File: config.mk
export PLATFORM = sky130hd
export DESIGN_NAME = rgb_led_fader
export DESIGN_NICKNAME = d
export VERILOG_FILES = /design/src/rtl/rgb_led_pkg.sv /design/src/rtl/rgb_pwm_channel.sv /design/src/rtl/rgb_led_fader.sv
export SDC_FILE = /design/constraint.sdc
export NUM_CORES = 1
export LEC_CHECK = 0
export BUFFER_PORTS_ARGS = -buffer_cell sky130_fd_sc_hd__buf_2
export CORE_UTILIZATION = 55
export DETAILED_ROUTE_END_ITERATION = 12
export PLACE_DENSITY = 0.77
export SKIP_LAST_GASP = 1
export SYNTH_ARGS = -nofsm -noshare
export SYNTH_HDL_FRONTEND = slang
export SYNTH_SLANG_ARGS = --single-unit
File: constraint.sdc
create_clock -name clk -period 2.7 [get_ports clk]
set_input_delay 0.405 -clock clk [delete_from_list [all_inputs] [get_ports clk]]
set_output_delay 0.405 -clock clk [all_outputs]
set_load 0.1 [all_outputs]
File: src/rtl/rgb_led_pkg.sv
// rgb_led_pkg: shared defaults, colour/state types and the gamma curve for rgb_led_fader.
package rgb_led_pkg;
  localparam int PWM_BITS_DEF = 8;
  typedef struct packed {
    logic [PWM_BITS_DEF-1:0] red;
    logic [PWM_BITS_DEF-1:0] green;
    logic [PWM_BITS_DEF-1:0] blue;
  } rgb_t;
  typedef enum logic {IDLE, FADE} state_t;
  // Rounds up so that any non-zero input still lights the LED.
  function automatic logic [15:0] gamma(input logic [15:0] c, input int unsigned bits);
    logic [31:0] p;
    p = 32'(c) * 32'(c) + ((32'd1 << bits) - 32'd1);
    return 16'(p >> bits);
  endfunction
endpackage

File: src/rtl/rgb_pwm_channel.sv
// rgb_pwm_channel: one PWM channel; duty is latched only at period ends so no period is truncated.
module rgb_pwm_channel
  import rgb_led_pkg::*;
#(
  parameter int PWM_BITS = PWM_BITS_DEF
) (
  input  logic                clk,
  input  logic                rst_n,
  input  logic [PWM_BITS-1:0] cnt,
  input  logic                load,
  input  logic [PWM_BITS-1:0] duty,
  output logic                pwm
);
  logic [PWM_BITS-1:0] active;
  always_ff @(posedge clk or negedge rst_n)
    if (!rst_n) begin
      active <= '0;
      pwm    <= 1'b0;
    end else begin
      if (load) active <= duty;
      pwm <= active > cnt;
    end
endmodule

File: src/rtl/rgb_led_fader.sv
// rgb_led_fader: RGB colour controller with jump/fade commands and three PWM outputs.
// Optional macro RGB_LED_FADER_GAMMA_EN applies a gamma curve to the PWM duties.
module rgb_led_fader
  import rgb_led_pkg::*;
#(
  parameter int PWM_BITS = PWM_BITS_DEF,
  parameter int FADE_DIV = 1024
) (
  input  logic                  clk,
  input  logic                  rst_n,
  input  logic                  cmd_valid,
  output logic                  cmd_ready,
  input  logic [3*PWM_BITS-1:0] cmd_rgb,
  input  logic                  cmd_fade,
  output logic                  busy,
  output logic [3*PWM_BITS-1:0] cur_rgb,
  output logic                  pwm_red,
  output logic                  pwm_green,
  output logic                  pwm_blue
);
  localparam logic [PWM_BITS-1:0] MAX = '1;
  localparam logic [15:0] DIV_LAST = 16'(FADE_DIV - 1);
  state_t                state;
  logic [PWM_BITS-1:0]   cnt;
  logic [15:0]           div;
  logic [3*PWM_BITS-1:0] tgt, nxt, duty;
  logic [2:0]            pwm_v;
  logic                  period_end;
  assign cmd_ready  = state == IDLE;
  assign busy       = state == FADE;
  assign period_end = cnt == MAX;
  always_ff @(posedge clk or negedge rst_n)
    if (!rst_n) cnt <= '0;
    else cnt <= cnt + 1'b1;
  always_comb begin
    nxt = cur_rgb;
    for (int i = 0; i < 3; i++)
      nxt[i*PWM_BITS +: PWM_BITS] =
        cur_rgb[i*PWM_BITS +: PWM_BITS] < tgt[i*PWM_BITS +: PWM_BITS] ? cur_rgb[i*PWM_BITS +: PWM_BITS] + 1'b1 :
        cur_rgb[i*PWM_BITS +: PWM_BITS] > tgt[i*PWM_BITS +: PWM_BITS] ? cur_rgb[i*PWM_BITS +: PWM_BITS] - 1'b1 :
        cur_rgb[i*PWM_BITS +: PWM_BITS];
  end
  always_ff @(posedge clk or negedge rst_n)
    if (!rst_n) begin
      state   <= IDLE;
      cur_rgb <= '0;
      tgt     <= '0;
      div     <= '0;
    end else if (state == IDLE) begin
      if (cmd_valid && !cmd_fade) cur_rgb <= cmd_rgb;
      else if (cmd_valid && cmd_rgb != cur_rgb) begin
        tgt   <= cmd_rgb;
        div   <= '0;
        state <= FADE;
      end
    end else if (div == DIV_LAST) begin
      div     <= '0;
      cur_rgb <= nxt;
      if (nxt == tgt) state <= IDLE;
    end else div <= div + 16'd1;
`ifdef RGB_LED_FADER_GAMMA_EN
  // One multiplier serves the three channels in the last three counts before the period end.
  localparam logic [PWM_BITS-1:0] WIN = MAX - PWM_BITS'(3);
  logic [PWM_BITS-1:0] gam [3];
  logic [1:0]          slot;
  logic                in_win;
  assign slot   = 2'(cnt - WIN);
  assign in_win = cnt >= WIN && !period_end;
  always_ff @(posedge clk or negedge rst_n)
    if (!rst_n) gam <= '{default: '0};
    else if (in_win) gam[slot] <= PWM_BITS'(gamma(16'(cur_rgb[slot*PWM_BITS +: PWM_BITS]), PWM_BITS));
  assign duty = {gam[2], gam[1], gam[0]};
`else
  assign duty = cur_rgb;
`endif
  for (genvar i = 0; i < 3; i++) begin : g_ch
    rgb_pwm_channel #(.PWM_BITS(PWM_BITS)) u_ch (
      .clk  (clk),
      .rst_n(rst_n),
      .cnt  (cnt),
      .load (period_end),
      .duty (duty[i*PWM_BITS +: PWM_BITS]),
      .pwm  (pwm_v[i])
    );
  end
  assign pwm_blue  = pwm_v[0];
  assign pwm_green = pwm_v[1];
  assign pwm_red   = pwm_v[2];
endmodule
### Yosys cells after proc, flatten, opt, wreduce, memory -nomap -nowiden

Cells that the tools add are included.

| storage, ports and cells | value |
|---|---|
| word-level logic and storage cells | 62 |
| bits of input ports | 28 |
| register bits after elaboration | 100 |
| output and inout bits | 29 |

| operators by class | value |
|---|---|
| equal/unequal tests | 6 |
| bitwise logic cells | 2 |
| multiplexer cells | 18 |
| add/sub/neg operators | 8 |
| $lt $le $gt $ge | 9 |
| reduce and logical (&&, ||, !) cells | 8 |

Operators with widths:

| cell | count |
|---|---|
| 24-bit 2-to-1 mux | 3 |
| 16-bit 2-to-1 mux | 4 |
| 8-bit greater-than comparator | 6 |
| 8-bit 2-to-1 mux | 6 |
| 8-bit by 1-bit adder with 8-bit output (second input constant) | 4 |
| 24-bit == test | 1 |
| 8-bit less-than comparator | 3 |
| 24-bit != test | 1 |
| 8-bit by 1-bit subtractor with 8-bit output (second input constant) | 3 |
| 16-bit by 1-bit adder with 16-bit output (second input constant) | 1 |
| 16-bit by 10-bit == test with 1-bit output (second input constant) | 1 |
| 8-bit == test (second input constant) | 1 |
| 1-bit 2-to-1 mux | 5 |
| 2-bit AND reduction | 2 |
| 2-bit nonzero test | 2 |
| 3-bit AND reduction | 1 |
| 1-bit logical AND | 2 |
| 2-bit by 1-bit != test with 1-bit output (second input constant) | 1 |
| 2-bit != test (second input constant) | 1 |
| 1-bit inverter | 2 |
| 1-bit zero test | 1 |

### Logic depth before layout (Yosys ltp)

Gate-level depths: netlist of run 1.

| depth | value |
|---|---|
| depth after elaboration | 7 |
| gate-level depth with buffers | 13 |
| depth with buffers taken out | 11 |

### Cells and area by module

A second synthesis of run 1 with hierarchy kept.

| second synthesis, totals | value |
|---|---|
| cells, all modules | 794 |
| area total of the unflattened synthesis | 7113.1 sq um |

By module, submodules not included:

| module | area an instance (sq um) | seq. area each (sq um) | cells each | instances |
|---|---|---|---|---|
| rgb_led_fader | 5510.3 | 1826.8 | 656 | 1 |
| rgb_pwm_channel | 534.3 | 225.2 | 46 | 3 |

### Worst setup path before layout of run 1

No wires, ideal clock.

| path | value |
|---|---|
| path kind | register -> register |
| from | register cur_rgb[0] |
| to | register state, in the netlist busy |
| arrival | 3191 ps |
| clock period less this slack | 3331 ps |
| data required time | 2560 ps |
| setup slack | -631 ps |
| cell stages (with the launch flop) | 13 |
| library setup time | 140 ps |
| path buffers | 1 |
| path through | dfrtp_1 -> buf_2 -> inv_1 -> ha_1 -> nand4_1 -> or2_2 -> a31oi_1 -> xnor2_1 -> nand4b_1 -> a2111oi_2 -> nand4_1 -> nor4_2 -> a41oi_1 |

| between the ends | value |
|---|---|
| longest elaborated chain between the ends | 7 |
| elaborated cells on any way between the ends | 14 |
| those cells by class | add/sub (2); order compare (2); eq/ne (2); mux (7); reduce/logical (1) |

RTL lines:

| what | RTL line | RTL |
|---|---|---|
| from (decl) | rgb_led_fader.sv:16 | `output logic [3*PWM_BITS-1:0] cur_rgb,` |
| from (signal assigned) | rgb_led_fader.sv:50 | `if (cmd_valid && !cmd_fade) cur_rgb <= cmd_rgb;` |
| from (signal assigned) | rgb_led_fader.sv:58 | `cur_rgb <= nxt;` |
| 8-bit by 1-bit subtractor with 8-bit output / 8-bit greater-than comparator (equally long branches) | rgb_led_fader.sv:40 | `cur_rgb[i*PWM_BITS +: PWM_BITS] > tgt[i*PWM_BITS +: PWM_BITS] ? cur_rgb[i*PWM_BITS +: PWM_BITS] - 1'b1 :` |
| 8-bit 2-to-1 mux | rgb_led_fader.sv:40 |  |
| 8-bit 2-to-1 mux | rgb_led_fader.sv:39 | `cur_rgb[i*PWM_BITS +: PWM_BITS] < tgt[i*PWM_BITS +: PWM_BITS] ? cur_rgb[i*PWM_BITS +: PWM_BITS] + 1'b1 :` |
| 24-bit == test | rgb_led_fader.sv:59 | `if (nxt == tgt) state <= IDLE;` |
| 1-bit 2-to-1 mux | rgb_led_fader.sv:59 |  |
| 1-bit 2-to-1 mux | rgb_led_fader.sv:56 | `end else if (div == DIV_LAST) begin` |
| 1-bit 2-to-1 mux * | rgb_led_fader.sv:49 | `end else if (state == IDLE) begin` |
| to (signal assigned) | rgb_led_fader.sv:45 | `state <= IDLE;` |
| to (signal assigned) | rgb_led_fader.sv:54 | `state <= FADE;` |
| to (signal assigned) | rgb_led_fader.sv:59 |  |
| to (decl) | rgb_led_fader.sv:23 | `state_t state;` |

Every way passes the cells marked *; elsewhere a longest branch is shown, timed or not.
A chain may end at the register's enable or synchronous reset.

### Final worst setup path of run 1

| path | value |
|---|---|
| from | register cur_rgb[1] |
| to | register state, in the netlist busy |

The elaborated chain is that of the path after synthesis.

==> metrics.csv, run 1 <==
metric,value,unit
hold_path.class,primary input to asynchronous set/reset pin,
dp.cells,1073,
final_layout_size_suffix_gt1_share,23.6,%
period_minus_slack,2720,ps
timing.critical_path.to_type,flip-flop,
tritoncts_buffers,9,
portion_of_the_clock_cycle_consumed_by_the_worst_path_in_the_final_layout,101,%
detail_route.drc_violations,0,
drt_pre_antenna_iters,5,
worst_setup_path_startpoint,cur_rgb[1],
grt_first_pass_wirelength,31200,um
power_density,401,nW/um^2
synth_warnings,0,
timing.critical_path.slowest_cell_delay,500,ps
ff2ff_path_depth,12,
final.hold.worst_slack,-2.15,ps
critPathKind,flip-flop to flip-flop,
global_route.peak_usage_layer,met2,
synth_top_area_share,35.3,%
maxClockFrequency,368,MHz
p_leak,3.77,nW
totalWireLength,19200,um
dr_total_vias,6517,
use_met1,41.2,%
detailedPlacementHpwl,14400,um
vdd_drop_max,301,uV
clock-sinks,100,
floorplan.initialDensity,56.2,%
timing.rr.start,cur_rgb[1],
netlist.top_cell.by_area,sky130_fd_sc_hd__dfrtp_1,
slew_viol_final,0,
global_route.usage.met3,5.33,%
worstPathArrival,2940,ps
area_growth_syn_to_layout,19.1,%
cap_violations,0,
floorplan.core_area,12600,um^2
finalHoldViolCount,1,
vias_in_the_first_global_route,6263,
synth_edf_count,0,
dr.first_iter.drc_count,660,
die_height,116,um
ys_ff_latch,100,
antenna_cells_inserted,0,
final_net_count,997,
status,"complete, but fails checks",
worst_skew_pair_later_pin_latency,360,ps
critPathTopFamily,compound AO/OA/AOI/OAI gates,
finalCoreUtilization,67.0,%
grt_util_met2,49.6,%
final_cell_count_without_fillers,1090,
synthesis.area_per_instance,8.75,um^2
critical_path.max_fanout,8,
failed_checks,"hold timing, setup timing",
power,3.39,mW
wl_per_cell,17.6,um
fraction_of_registers_with_async_set_or_reset_after_synthesis,100,%
htreeDepth,3,
r2r_slack,-20,ps
detail_route.vias_per_cell,5.98,
critical_path.cell_chain,ha_1 > nor2b_1 > o211ai_1 > buf_4 > a21oi_4 > buf_4 > o211ai_1 > nand4b_1 > a2111oi_2 > nand4_1 > nor4_2 > a41oi_1,
remaining_global_route_overflow,0,
die_width,116,um
die-area,13400,um^2
cts_max_path_buffers,2,
rsz0062_at_grt,yes,
grt_start_max_net_pins,66,
critPathBufInv,2,
post-route-worst-setup-slack,-15.3,ps
slew_headroom,56.2,%
top_level_ports,57,
clock-skew-final,9.54,ps
critPathSlowestCell,sky130_fd_sc_hd__dfrtp_4,
grtUsageTotal,30.8,%
mappedNetlistNets,895,
finalSetupViolCount,1,
synth_area,7090,um^2
seq_area_frac_synth,35.3,%
syn_inst,811,
place_congestion,0.963,
clock_tree.root_cell,sky130_fd_sc_hd__clkbuf_16,
io_buffer_count,56,
cp_data_required_time,2930,ps
setup.worst_path.start_class,flip-flop,
cts_tree,done,
timing_worst_slew_pin_value,655,ps
synthFlopType,sky130_fd_sc_hd__dfrtp_1,
clkTransAtPathRegs,70,ps
synth_cell_type_count,60,
antenna_found_initial,0,
reg2reg_to,busy,
yosys-top-cells-area,"sky130_fd_sc_hd__dfrtp_1, sky130_fd_sc_hd__ha_1, sky130_fd_sc_hd__xnor2_1, sky130_fd_sc_hd__o21ai_0, sky130_fd_sc_hd__nand2_1",
row_count,41,
place_worst_setup_slack,-23.2,ps
ant_nets,0,
holdBufCountCts,0,
-- logic make-up after synthesis --
family	Yosys count	synth area share, %
AO/OA/AOI/OAI	213	18.8
AND/OR/NAND/NOR	243	16.6
flip-flops	100	35.3
buffers and inverters	92	5.27
adder cells (fa/ha/maj)	56	9.88
multiplexers	33	5.01
XOR/XNOR	74	9.14
-- layout make-up --
type | count | area (um^2)
Timing Repair Buffer | 134 | 893
Tap cell | 172 | 215
Clock buffer | 12 | 236
Inverter | 49 | 185
Fill cell | 1080 | 4170
Clock inverter | 4 | 76.3
Sequential cell | 100 | 2550
Multi-Input combinational cell | 619 | 4290
-- how the worst max path moves through the flow --
stage | to | slack [ps] | cells past startpoint
global placement | busy | 40 | 11
floorplan | busy | -40 | 12
CTS | busy | -40 | 11
global route | busy | -170 | 12
finish | busy | -20 | 12
detailed placement | busy | -20 | 11
-- flip-flops by register name (all words and copies together), names as in the netlist --
| register | cells |
|---|---|
| g_ch.u_ch.active | 24 |
| div | 16 |
| tgt | 24 |
| g_ch.u_ch.pwm | 3 |
| cur_rgb | 24 |
| cnt | 8 |
| busy | 1 |
-- synthesized netlist by cell type (3+ instances only) --
cell type,instances
sky130_fd_sc_hd__dfrtp_1,100
sky130_fd_sc_hd__nand2_1,88
sky130_fd_sc_hd__o21ai_0,71
sky130_fd_sc_hd__ha_1,56
sky130_fd_sc_hd__inv_1,48
sky130_fd_sc_hd__xnor2_1,48
sky130_fd_sc_hd__a21oi_1,46
sky130_fd_sc_hd__nor2_1,43
sky130_fd_sc_hd__nand3_1,31
sky130_fd_sc_hd__xor2_1,26
sky130_fd_sc_hd__o22ai_1,24
sky130_fd_sc_hd__clkbuf_1,23
sky130_fd_sc_hd__mux2_2,20
sky130_fd_sc_hd__nand4_1,19
sky130_fd_sc_hd__buf_2,17
sky130_fd_sc_hd__mux2i_1,13
sky130_fd_sc_hd__nor3_1,11
sky130_fd_sc_hd__o211ai_1,11
sky130_fd_sc_hd__a21o_1,9
sky130_fd_sc_hd__and3_1,9
sky130_fd_sc_hd__a211oi_1,8
sky130_fd_sc_hd__a31oi_1,6
sky130_fd_sc_hd__nand2b_1,6
sky130_fd_sc_hd__nor4_1,6
sky130_fd_sc_hd__o21ai_1,6
sky130_fd_sc_hd__nor2b_1,5
sky130_fd_sc_hd__and2_1,4
sky130_fd_sc_hd__and4_1,4
sky130_fd_sc_hd__o21a_1,4
sky130_fd_sc_hd__a21oi_2,3
sky130_fd_sc_hd__a32oi_1,3
sky130_fd_sc_hd__a41oi_1,3
sky130_fd_sc_hd__o2111ai_1,3
sky130_fd_sc_hd__or3_1,3
-- cells in the final DEF (no fill, tap or decap), types with 4 or more instances in the layout --
cell type,n
sky130_fd_sc_hd__buf_2,55
sky130_fd_sc_hd__inv_1,48
sky130_fd_sc_hd__dfrtp_1,76
sky130_fd_sc_hd__a31oi_1,5
sky130_fd_sc_hd__dfrtp_2,16
sky130_fd_sc_hd__nor2b_1,5
sky130_fd_sc_hd__buf_4,77
sky130_fd_sc_hd__mux2i_1,13
sky130_fd_sc_hd__nor2_1,42
sky130_fd_sc_hd__clkbuf_16,9
sky130_fd_sc_hd__xor2_1,26
sky130_fd_sc_hd__nand2b_1,5
sky130_fd_sc_hd__dfrtp_4,8
sky130_fd_sc_hd__o21a_1,4
sky130_fd_sc_hd__nand4_1,19
sky130_fd_sc_hd__ha_1,56
sky130_fd_sc_hd__xnor2_1,46
sky130_fd_sc_hd__o211ai_1,11
sky130_fd_sc_hd__a21o_1,9
sky130_fd_sc_hd__a21oi_1,46
sky130_fd_sc_hd__and3_1,9
sky130_fd_sc_hd__nor3_1,11
sky130_fd_sc_hd__nand3_1,31
sky130_fd_sc_hd__and2_1,4
sky130_fd_sc_hd__o21ai_1,6
sky130_fd_sc_hd__nor4_1,5
sky130_fd_sc_hd__and4_1,4
sky130_fd_sc_hd__nand2_1,87
sky130_fd_sc_hd__o21ai_0,71
sky130_fd_sc_hd__mux2_2,20
sky130_fd_sc_hd__o22ai_1,24
sky130_fd_sc_hd__a211oi_1,7
-- repair_timing --
item / in CTS / in global routing
pin swaps: 0 / 5
endpoints found under the setup margin: 1 / 20
hold endpoints to repair: 0 / 0
resized for setup: 0 / 9
setup buffers: 0 / 1
-- report_power, final --
group          switching, mW  internal (mW)  leakage, nW
logic                  0.264          0.188         2.47
registers             0.0129           1.52         1.16
clock network          0.592          0.818        0.147
-- per-layer routing --
layer	up-vias	wire length, um
li1	3097	-
met1	3076	8090
met2	295	8990
met3	49	1580
met4	0	512
met5	-	0
-- metrics by stage --
stage / cell area, um^2 / setup TNS [ps]
2_1_floorplan: 7180 / -174
3_3_place_gp: 8080 / 0
3_5_place_dp: 8080 / -23.2
4_1_cts: 8390 / -39.8
5_1_grt: 8450 / -169
6_report: 8450 / -15.3
Note: power is estimated with default switching activity, not from simulation.
==> inputs of run 2 (changes only) <==
Settings changed: PLACE_DENSITY 0.77 to 0.74.
Clock period 2.7 ns to 3.5 ns, I/O delays scaled along.
==> metrics.csv, run 2 (synthesis results as in run 1) <==
metric,value,unit,change
status,"finished, final reports clean",,"was complete, but fails checks"
ant_nets,0,,unchanged
finalHoldViolCount,0,,was 1
power,2.57,mW,was 3.39 mW
worst_path_most_repeated_cell,sky130_fd_sc_hd__nor3_1,,
remaining_global_route_overflow,0,,unchanged
row_count,41,,unchanged
critPathBufInv,0,,was 2
worst_setup_path_startpoint,cur_rgb[11],,was cur_rgb[1]
critical_path.cell_chain,ha_1 > a21o_1 > o21bai_1 > nand2_1 > mux2i_1 > nor3_1 > xnor2_1 > nor3_1 > a41oi_1,,was ha_1 > nor2b_1 > o211ai_1 > buf_4 > a21oi_4 > buf_4 > o211ai_1 > nand4b_1 > a2111oi_2 > nand4_1 > nor4_2 > a41oi_1
timing.rr.start,cur_rgb[11],,was cur_rgb[1]
mostFrequentLayoutCells,"sky130_fd_sc_hd__dfrtp_1, sky130_fd_sc_hd__nand2_1, sky130_fd_sc_hd__o21ai_0",,"was sky130_fd_sc_hd__nand2_1, sky130_fd_sc_hd__buf_4, sky130_fd_sc_hd__dfrtp_1"
p_sw_share,26.2,%,was 25.6%
timing.critical_path.slowest_cell_delay,610,ps,was 500 ps
dr.first_iter.drc_count,558,,was 660
timing_worst_slew_pin_value,1180,ps,was 655 ps
slew_viol_final,0,,unchanged
floorplan.core_area,12600,um^2,unchanged
detail_route.drc_violations,0,,unchanged
vias_in_the_first_global_route,6208,,was 6263
critical_path.max_fanout,11,,was 8
p_comb_share,11.6,%,was 13.3%
wl_per_cell,19.0,um,was 17.6 um
tritoncts_buffers,9,,unchanged
clock_tree.root_cell,sky130_fd_sc_hd__clkbuf_16,,unchanged
die_height,116,um,unchanged
holdBufCountCts,0,,unchanged
antenna_found_initial,0,,unchanged
rsz0062_at_grt,no,,was yes
worstPathArrival,3330,ps,was 2940 ps
worst_skew_pair_later_pin_latency,360,ps,about the same
grt_first_pass_wirelength,31400,um,was 31200 um
p_leak,3.49,nW,was 3.77 nW
netSwitchingPower,674,uW,was 869 uW
drt_pre_antenna_iters,4,,was 5
floorplan.initialDensity,56.2,%,unchanged
critPathTopFamily,simple AND/OR/NAND/NOR gates,,was compound AO/OA/AOI/OAI gates
critPathKind,flip-flop to flip-flop,,unchanged
internal_power_contribution,1.90,mW,was 2.52 mW
finalSetupViolCount,0,,was 1
top_level_ports,57,,unchanged
vdd_drop_max,228,uV,was 301 uV
pwr-share-clk,42.4,%,was 41.6%
dp.cells,1018,,was 1073
portion_of_the_clock_cycle_consumed_by_the_worst_path_in_the_final_layout,89.0,%,was 101%
final_layout_size_suffix_gt1_share,15.1,%,was 23.6%
htreeDepth,3,,unchanged
cts_setup_buffers,0,,unchanged
io_buffer_count,56,,unchanged
hold_path.class,primary input to asynchronous set/reset pin,,unchanged
cap_violations,0,,unchanged
biggestRegsByFlops,"cur_rgb x24, g_ch.u_ch.active x24, tgt x24",,unchanged
antenna_cells_inserted,0,,unchanged
final_net_count,941,,was 997
place_congestion,0.977,,was 0.963
grt_start_max_net_pins,44,,was 66
period_minus_slack,3120,ps,was 2720 ps
grtUsageTotal,30.9,%,was 30.8%
detailedPlacementHpwl,14700,um,was 14400 um
die-area,13400,um^2,unchanged
clock-skew-final,8.33,ps,was 9.54 ps
area_growth_syn_to_layout,11.1,%,was 19.1%
maxClockFrequency,321,MHz,was 368 MHz
die_width,116,um,unchanged
critPathSlowestCell,sky130_fd_sc_hd__dfrtp_1,,was sky130_fd_sc_hd__dfrtp_4
filler_instances,1079,,was 1080
fin_setup_tns,0,ps,was -15.3 ps
clkTransAtPathRegs,70,ps,about the same
power_density,327,nW/um^2,was 401 nW/um^2
slew_headroom,21.3,%,was 56.2%
cts_max_path_buffers,2,,unchanged
power.sequential.fraction,46.0,%,was 45.1%
detail_route.vias_per_cell,6.12,,was 5.98
timing.critical_path.to_type,flip-flop,,unchanged
cts_tree,done,,unchanged
final_cell_count_without_fillers,1033,,was 1090
dr_total_vias,6321,,was 6517
cp_data_required_time,3710,ps,was 2930 ps
clock-sinks,100,,unchanged
totalWireLength,19600,um,was 19200 um
layout_commonest_cell,sky130_fd_sc_hd__dfrtp_1,,was sky130_fd_sc_hd__nand2_1
setup.worst_path.start_class,flip-flop,,unchanged
cts.repair.resized,0,,unchanged
## run 2: final timing paths
path / end / slack (ps) / depth (start not counted)
min in group clk: tgt[11] / 420 / 3
worst min register to register: cnt[6] / 500 / 1
worst min-delay path: g_ch[2].u_ch.active[7] / 170 / 1
worst max-delay path: busy / 380 / 9
max in group asynchronous: div[13] / 2460 / 2
worst max register to register: busy / 380 / 9
## run 2: through the flow
stage | util (%) | hold WS [ps] | worst slack, ps | cell area, um^2
finish | 62.5 | 175 | 384 | 7880
global route | 62.5 | 213 | 111 | 7880
CTS | 62.5 | 187 | 405 | 7880
detailed placement | 60.0 | 475 | 438 | 7570
global placement | 60.0 | 468 | 405 | 7570
floorplan | - | 229 | 169 | 7090
## run 2: layout make-up
class / count / area, um^2 / area share [%]
multi-input cells: 619 / 4220 / 53.5
clock buffers: 9 / 225 / 2.86
clock inverters: 6 / 87.6 / 1.11
inverters: 49 / 184 / 2.33
flip-flops and latches: 100 / 2500 / 31.7
repair buffers: 78 / 448 / 5.68
well taps: 172 / 215 / 2.73
## run 2: power groups by stage
stage	logic (mW)	registers, mW	clock network, mW
floorplan	0.179	1.21	0
global placement	0.289	1.20	0
detailed placement	0.294	1.21	0
CTS	0.296	1.18	1.10
global route	0.327	1.18	1.14
finish	0.299	1.18	1.09
## run 2: layer usage
layer	share of wire [%]	track usage, %	up-vias
met5	0	0	-
met4	2.9	12.2	0
met3	6.4	6.59	40
met2	48	51.7	216
met1	42	39.2	3095
li1	-	-	2970
